===== src/rtl/fighter_state_ctrl.sv =====
// Per-fighter action controller: a tick-driven state machine with hit, attack and dodge timers plus ledge cooldown.
// Optional AIR_DODGE_EN allows one dodge per airtime.
module fighter_state_ctrl #(
  parameter int unsigned VEL_W        = 8,
  parameter int unsigned ANIM_W       = 6,
  parameter int unsigned STUN_W       = 6,
  parameter int unsigned ATK_FRAMES   = 12,
  parameter int unsigned DODGE_FRAMES = 10,
  parameter int unsigned LEDGE_CD     = 30,
  parameter int unsigned WALK_SPEED   = 3,
  parameter int unsigned DODGE_SPEED  = 6,
  parameter int unsigned JUMP_VEL     = 10
) (
  input  logic                    clk,
  input  logic                    rst,
  input  logic                    frame_tick,
  input  logic                    near_ledge,
  input  logic                    grounded,
  input  logic                    btn_atk,
  input  logic                    btn_up,
  input  logic                    btn_down,
  input  logic                    btn_left,
  input  logic                    btn_right,
  input  logic                    hit_valid,
  input  logic [STUN_W-1:0]       hit_stun_frames,
  input  logic signed [VEL_W-1:0] hit_kb_x,
  input  logic signed [VEL_W-1:0] hit_kb_y,
  output logic signed [VEL_W-1:0] x_velocity,
  output logic signed [VEL_W-1:0] y_velocity,
  output logic [ANIM_W-1:0]       anim_id,
  output logic [2:0]              state_out,
  output logic                    facing
);

  localparam int unsigned ATK_W = $clog2(ATK_FRAMES + 1);
  localparam int unsigned DG_W  = $clog2(DODGE_FRAMES + 1);
  localparam int unsigned SEQ_W = (ATK_W > DG_W) ? ATK_W : DG_W;
  localparam int unsigned TMR_W = (STUN_W > SEQ_W) ? STUN_W : SEQ_W;
  localparam int unsigned CD_W  = (LEDGE_CD > 0) ? $clog2(LEDGE_CD + 1) : 1;

  localparam logic signed [VEL_W-1:0] WALK_V  = VEL_W'(WALK_SPEED);
  localparam logic signed [VEL_W-1:0] DODGE_V = VEL_W'(DODGE_SPEED);
  localparam logic signed [VEL_W-1:0] JUMP_V  = VEL_W'(JUMP_VEL);

  typedef enum logic [2:0] {
    ST_MOVE   = 3'd0,
    ST_ATTACK = 3'd1,
    ST_DODGE  = 3'd2,
    ST_SHIELD = 3'd3,
    ST_LEDGE  = 3'd4,
    ST_HIT    = 3'd5
  } state_e;

  state_e                  state_q, state_d;
  logic [TMR_W-1:0]        timer_q, timer_d;
  logic [CD_W-1:0]         cd_q, cd_d;
  logic                    hit_pend_q, hit_pend_d;
  logic [STUN_W-1:0]       stun_cap_q, stun_cap_d;
  logic signed [VEL_W-1:0] kbx_cap_q, kbx_cap_d, kby_cap_q, kby_cap_d;
  logic signed [VEL_W-1:0] kbx_q, kbx_d, kby_q, kby_d;
  logic                    atk_prev_q, atk_prev_d;
  logic                    facing_q, facing_d;
  logic signed [VEL_W-1:0] dodge_vx_q, dodge_vx_d;
  logic signed [VEL_W-1:0] xv_q, xv_d, yv_q, yv_d;
  logic [ANIM_W-1:0]       anim_q, anim_d;
`ifdef AIR_DODGE_EN
  logic                    air_used_q, air_used_d;
  logic                    dodge_air_q, dodge_air_d;
`endif

  logic                    ledge_jump;
  logic [STUN_W-1:0]       stun_eff;
  logic signed [VEL_W-1:0] kbx_eff, kby_eff;

  // Next-state, timers and registered outputs; everything but the hit latch moves only on frame_tick
  always_comb begin
    state_d    = state_q;
    timer_d    = timer_q;
    cd_d       = cd_q;
    hit_pend_d = hit_pend_q;
    stun_cap_d = stun_cap_q;
    kbx_cap_d  = kbx_cap_q;
    kby_cap_d  = kby_cap_q;
    kbx_d      = kbx_q;
    kby_d      = kby_q;
    atk_prev_d = atk_prev_q;
    facing_d   = facing_q;
    dodge_vx_d = dodge_vx_q;
    xv_d       = xv_q;
    yv_d       = yv_q;
    anim_d     = anim_q;
`ifdef AIR_DODGE_EN
    air_used_d  = air_used_q;
    dodge_air_d = dodge_air_q;
`endif
    ledge_jump = 1'b0;
    // A hit arriving on the tick cycle itself is applied immediately
    stun_eff   = hit_valid ? hit_stun_frames : stun_cap_q;
    kbx_eff    = hit_valid ? hit_kb_x : kbx_cap_q;
    kby_eff    = hit_valid ? hit_kb_y : kby_cap_q;

    if (hit_valid) begin
      hit_pend_d = 1'b1;
      stun_cap_d = hit_stun_frames;
      kbx_cap_d  = hit_kb_x;
      kby_cap_d  = hit_kb_y;
    end

    if (frame_tick) begin
      atk_prev_d = btn_atk;
      if (cd_q != '0) cd_d = cd_q - CD_W'(1);
`ifdef AIR_DODGE_EN
      if (grounded) air_used_d = 1'b0;
`endif
      if (hit_valid || hit_pend_q) begin
        state_d    = ST_HIT;
        timer_d    = (stun_eff == '0) ? TMR_W'(1) : TMR_W'(stun_eff);
        kbx_d      = kbx_eff;
        kby_d      = kby_eff;
        hit_pend_d = 1'b0;
      end else if (state_q inside {ST_HIT, ST_ATTACK, ST_DODGE}) begin
        timer_d = timer_q - TMR_W'(1);
        if (timer_q <= TMR_W'(1)) state_d = ST_MOVE;
      end else if (state_q == ST_LEDGE) begin
        if (btn_up) begin
          state_d    = ST_MOVE;
          ledge_jump = 1'b1;
          cd_d       = CD_W'(LEDGE_CD);
        end else if (btn_down) begin
          state_d = ST_MOVE;
          cd_d    = CD_W'(LEDGE_CD);
        end
      end else if (near_ledge && !grounded && (cd_q == '0)) begin
        state_d = ST_LEDGE;
      end else if (btn_atk && !atk_prev_q) begin
        state_d = ST_ATTACK;
        timer_d = TMR_W'(ATK_FRAMES);
      end else if (btn_down && grounded && (btn_left ^ btn_right)) begin
        state_d    = ST_DODGE;
        timer_d    = TMR_W'(DODGE_FRAMES);
        dodge_vx_d = btn_right ? DODGE_V : -DODGE_V;
`ifdef AIR_DODGE_EN
        dodge_air_d = 1'b0;
      end else if (btn_down && !grounded && !air_used_q) begin
        state_d     = ST_DODGE;
        timer_d     = TMR_W'(DODGE_FRAMES);
        dodge_vx_d  = (btn_left ^ btn_right) ? (btn_right ? DODGE_V : -DODGE_V) : '0;
        air_used_d  = 1'b1;
        dodge_air_d = 1'b1;
`endif
      end else if (btn_down && grounded) begin
        state_d = ST_SHIELD;
      end else begin
        state_d = ST_MOVE;
      end

      xv_d   = '0;
      yv_d   = '0;
      anim_d = '0;
      case (state_d)
        ST_MOVE: begin
          if (btn_right && !btn_left)      xv_d = WALK_V;
          else if (btn_left && !btn_right) xv_d = -WALK_V;
          if (ledge_jump || (btn_up && grounded)) yv_d = JUMP_V;
          if (!grounded)        anim_d = ANIM_W'(2);
          else if (xv_d != '0)  anim_d = ANIM_W'(1);
          if (btn_left ^ btn_right) facing_d = btn_right;
        end
        ST_ATTACK: anim_d = ANIM_W'(4);
        ST_DODGE: begin
          xv_d   = dodge_vx_d;
`ifdef AIR_DODGE_EN
          anim_d = dodge_air_d ? ANIM_W'(9) : ANIM_W'(5);
`else
          anim_d = ANIM_W'(5);
`endif
        end
        ST_SHIELD: anim_d = ANIM_W'(6);
        ST_LEDGE:  anim_d = ANIM_W'(7);
        ST_HIT: begin
          xv_d   = kbx_d;
          yv_d   = kby_d;
          anim_d = ANIM_W'(8);
        end
        default: anim_d = '0;
      endcase
    end
  end

  always_ff @(posedge clk) begin
    if (rst) begin
      state_q     <= ST_MOVE;
      timer_q     <= '0;
      cd_q        <= '0;
      hit_pend_q  <= 1'b0;
      stun_cap_q  <= '0;
      kbx_cap_q   <= '0;
      kby_cap_q   <= '0;
      kbx_q       <= '0;
      kby_q       <= '0;
      atk_prev_q  <= 1'b0;
      facing_q    <= 1'b1;
      dodge_vx_q  <= '0;
      xv_q        <= '0;
      yv_q        <= '0;
      anim_q      <= '0;
`ifdef AIR_DODGE_EN
      air_used_q  <= 1'b0;
      dodge_air_q <= 1'b0;
`endif
    end else begin
      state_q     <= state_d;
      timer_q     <= timer_d;
      cd_q        <= cd_d;
      hit_pend_q  <= hit_pend_d;
      stun_cap_q  <= stun_cap_d;
      kbx_cap_q   <= kbx_cap_d;
      kby_cap_q   <= kby_cap_d;
      kbx_q       <= kbx_d;
      kby_q       <= kby_d;
      atk_prev_q  <= atk_prev_d;
      facing_q    <= facing_d;
      dodge_vx_q  <= dodge_vx_d;
      xv_q        <= xv_d;
      yv_q        <= yv_d;
      anim_q      <= anim_d;
`ifdef AIR_DODGE_EN
      air_used_q  <= air_used_d;
      dodge_air_q <= dodge_air_d;
`endif
    end
  end

  assign x_velocity = xv_q;
  assign y_velocity = yv_q;
  assign anim_id    = anim_q;
  assign state_out  = state_q;
  assign facing     = facing_q;

endmodule

===== config.mk =====
export PLATFORM = sky130hd
export DESIGN_NAME = fighter_state_ctrl
export DESIGN_NICKNAME = d
export VERILOG_FILES = /design/src/rtl/fighter_state_ctrl.sv
export SDC_FILE = /design/constraint.sdc
export NUM_CORES = 1
export LEC_CHECK = 0
export ABC_AREA = 1
export CAP_MARGIN = 20
export CORE_ASPECT_RATIO = 0.5
export CORE_MARGIN = 4
export CORE_UTILIZATION = 51
export CTS_CLUSTER_DIAMETER = 80
export DETAILED_ROUTE_END_ITERATION = 16
export PLACE_DENSITY = 0.78
export SYNTH_ARGS = -nofsm -noshare
export SYNTH_HDL_FRONTEND = slang
export SYNTH_SLANG_ARGS = --single-unit

===== constraint.sdc =====
create_clock -name clk -period 2.25 [get_ports clk]
set_input_delay 0.3375 -clock clk [delete_from_list [all_inputs] [get_ports clk]]
set_output_delay 0.3375 -clock clk [all_outputs]
set_load 0.01 [all_outputs]

==> metrics <==
via count=3598; vias per cell=5.096; FP Rows=22; main combinational cell family by area after synthesis=simple AND/OR/NAND/NOR gates; Post-CTS Setup Inserts=0; max_cap viols=0; final setup fails=0; P per Cell Area=809.0 nW/um^2; Post-Synth Adder-Cell Area=0.01625; H-tree depth=3; critical path capture point type=register; final worst-path cycle share=0.8969; DIE HEIGHT=69.43 um; mux cell area share after synthesis=0.01821; startpoint types=input port; VDD IR-drop max=0.5397 mV; leakage=2.224 nW; vias in the first global route=3346; IO Port Bufs=56; Initial Util=0.5256; Worst-Skew Late Latency=0.34 ns; synth unique cells=36; Post-synth ARST share=0; xor and xnor area share after synthesis=0.01138; Fin Hold WS=0.4551 ns; CTS Sinks=83; hold buffers post-CTS=0; clk_skew=0.005718 ns; Root Buffer=clkbuf_16; total grt overflow=0; ant diodes=0; antenna violations before repair=0; critical path peak fanout=7; Bufs on Longest Clock Path=2; crit path DAT=2.31 ns; GRT Total Usage=0.2157; Post-synth EDFFs=0; Tightest Hold Check Type=register to register; top_reg_cell synth=dfxtp_1; 1st-iter DRT viols=252; cell area after synthesis=3849 sq um; Die ar.=9085 sq um; IO Pins=59; outcome=finished, final reports clean; CTS tree=yes; Wirelength per Cell=13.44 um; final worst path period need=2.018 ns; CP Class=input port to register; Post-Syn Area per Cell=7.167 sq um; final wirelength=9.488 mm; first-pass GRT wire length=15.57 mm; Nets=645; RePlAce Congestion=0.9201; Synth warnings=0; post_cts resized=0; Post-Synth Simple-Gate Area=0.3007; Clock transition at path regs=0.06 ns; Fin. Hold Viols=0; largest net degree at the start of global routing=25; HPWL after DPL=6.960 mm; Core ar.=7322 sq um; Layout fillers=626; Area Overhead vs Synth=27.21%; CP required=2.54 ns; Detail Route Antenna Nets=0; Power Total=3.961 mW; Worst R2R Setup Slack=0.34 ns; #FFs+latches synth=83; DRC violations left=0; post-synthesis sequential area ratio=0.4317; Die Width=130.9 um; Synth Area in Compound Gates=0.1365; Final Slew Violations=0; total iterations of the first detailed-routing run=4; Synth Instances=537; Num CTS Buffers=9; fmax=495.5 MHz; layout cell share with drive strength beyond 1=0.1000; RSZ-0062 raised after global routing=false
worst paths after layout:
path	startpoint	end	cells after the start
max	btn_left	x_velocity[4]	15
min	x_velocity[2]	x_velocity[2]	2
min reg2reg	x_velocity[2]	x_velocity[2]	2
max reg2reg	timer_q[0]	x_velocity[4]	15
critical path, stage by stage:
cell,delay [ns]
clkdlybuf4s50_1,0.51
inv_1,0.06
ha_1,0.32
nand3_1,0.08
nand2_1,0.09
inv_1,0.04
nor2_1,0.07
nand3_1,0.10
nand2_2,0.17
nand2_4,0.10
inv_2,0.11
nand2_1,0.10
nand3_1,0.09
nand2_1,0.06
nand2_1,0.06
cells in the final DEF (no fill, tap or decap), drive strengths merged, types with 11 or more instances in the layout:
master	Yosys	routed
nand4	11	11
clkbuf	7	12
nor2	66	66
o21ai	33	33
o22ai	14	14
dfxtp	83	83
inv	62	62
buf	12	21
nand3	24	24
a21oi	26	26
clkdlybuf4s50	0	56
nand2	159	159
cell type report:
class | instances | area (sq um) | share of cell area
Multi-Input combinational cell | 374 | 1867 | 0.3813
Sequential cell | 83 | 1662 | 0.3394
Timing Repair Buffer | 77 | 730.7 | 0.1492
Clock buffer | 12 | 246.5 | 0.05034
Inverter | 62 | 232.7 | 0.04753
Tap cell | 96 | 120.1 | 0.02453
Clock inverter | 2 | 37.54 | 0.007667
state kept, by name (all words and copies together), names as in the netlist:
signal and count:
x_velocity 8, stun_cap_q 6, kbx_q 8, facing 1, cd_q 5, state_out 3
timer_q 6, hit_pend_q 1, kby_cap_q 8, dodge_vx_q 8, kby_q 8, kbx_cap_q 8
atk_prev_q 1, y_velocity 8, anim_id 4
routing by layer:
layer,part of all wire,global-route usage
met5,0,0
met2,0.42,0.3117
met4,0.015,0.06613
met1,0.49,0.2999
met3,0.075,0.07846
metrics by stage:
step	setup TNS (ns)	setup slack (ns)	util	cell area (sq um)	std cells
final	0	0.2319	0.6687	4896	706
after CTS	0	0.2482	0.6687	4896	706
after global routing	0	0.1047	0.6687	4896	706
after global placement	-0.3759	-0.05106	0.6299	4612	692
after floorplan	0	0.5840	-	3852	538
after detailed placement	-0.9900	-0.09504	0.6299	4612	692
where the power goes:
part	total, mW	internal (mW)	switching [mW]
sequential	1.65	1.59	0.0625
combinational	0.875	0.366	0.509
clock	1.44	0.878	0.559
total	3.96	2.83	1.13
synthesized netlist by cell type (3+ instances only):
master,n,share of area
buf_4,3,0.0059
dfxtp_1,83,0.43
o211ai_1,7,0.014
nand4_1,11,0.018
buf_2,7,0.0091
nand3_1,20,0.026
ha_1,5,0.016
o22ai_1,14,0.023
a31oi_1,3,0.0049
o21ai_0,32,0.042
nand2_1,153,0.15
xor2_1,3,0.0068
inv_2,6,0.0059
nor2_1,58,0.057
o221ai_1,3,0.0068
clkbuf_1,7,0.0068
o21a_1,3,0.0059
nand2_2,5,0.0081
nor2_2,3,0.0049
mux2i_1,7,0.018
a21oi_1,24,0.031
nand3_2,4,0.010
nor2_4,4,0.012
inv_1,56,0.055
kinds of logic (layout without fill, tap and decap cells):
| family | after synthesis | after routing |
|---|---|---|
| other | 1 | 2 |
| XOR/XNOR | 5 | 5 |
| AO/OA/AOI/OAI | 90 | 90 |
| AND/OR/NAND/NOR | 265 | 265 |
| flip-flops | 83 | 83 |
| adder cells (fa/ha/maj) | 5 | 5 |
| multiplexers | 7 | 7 |
| buffers and inverters | 81 | 153 |
Note: power is estimated with default switching activity, not from simulation.
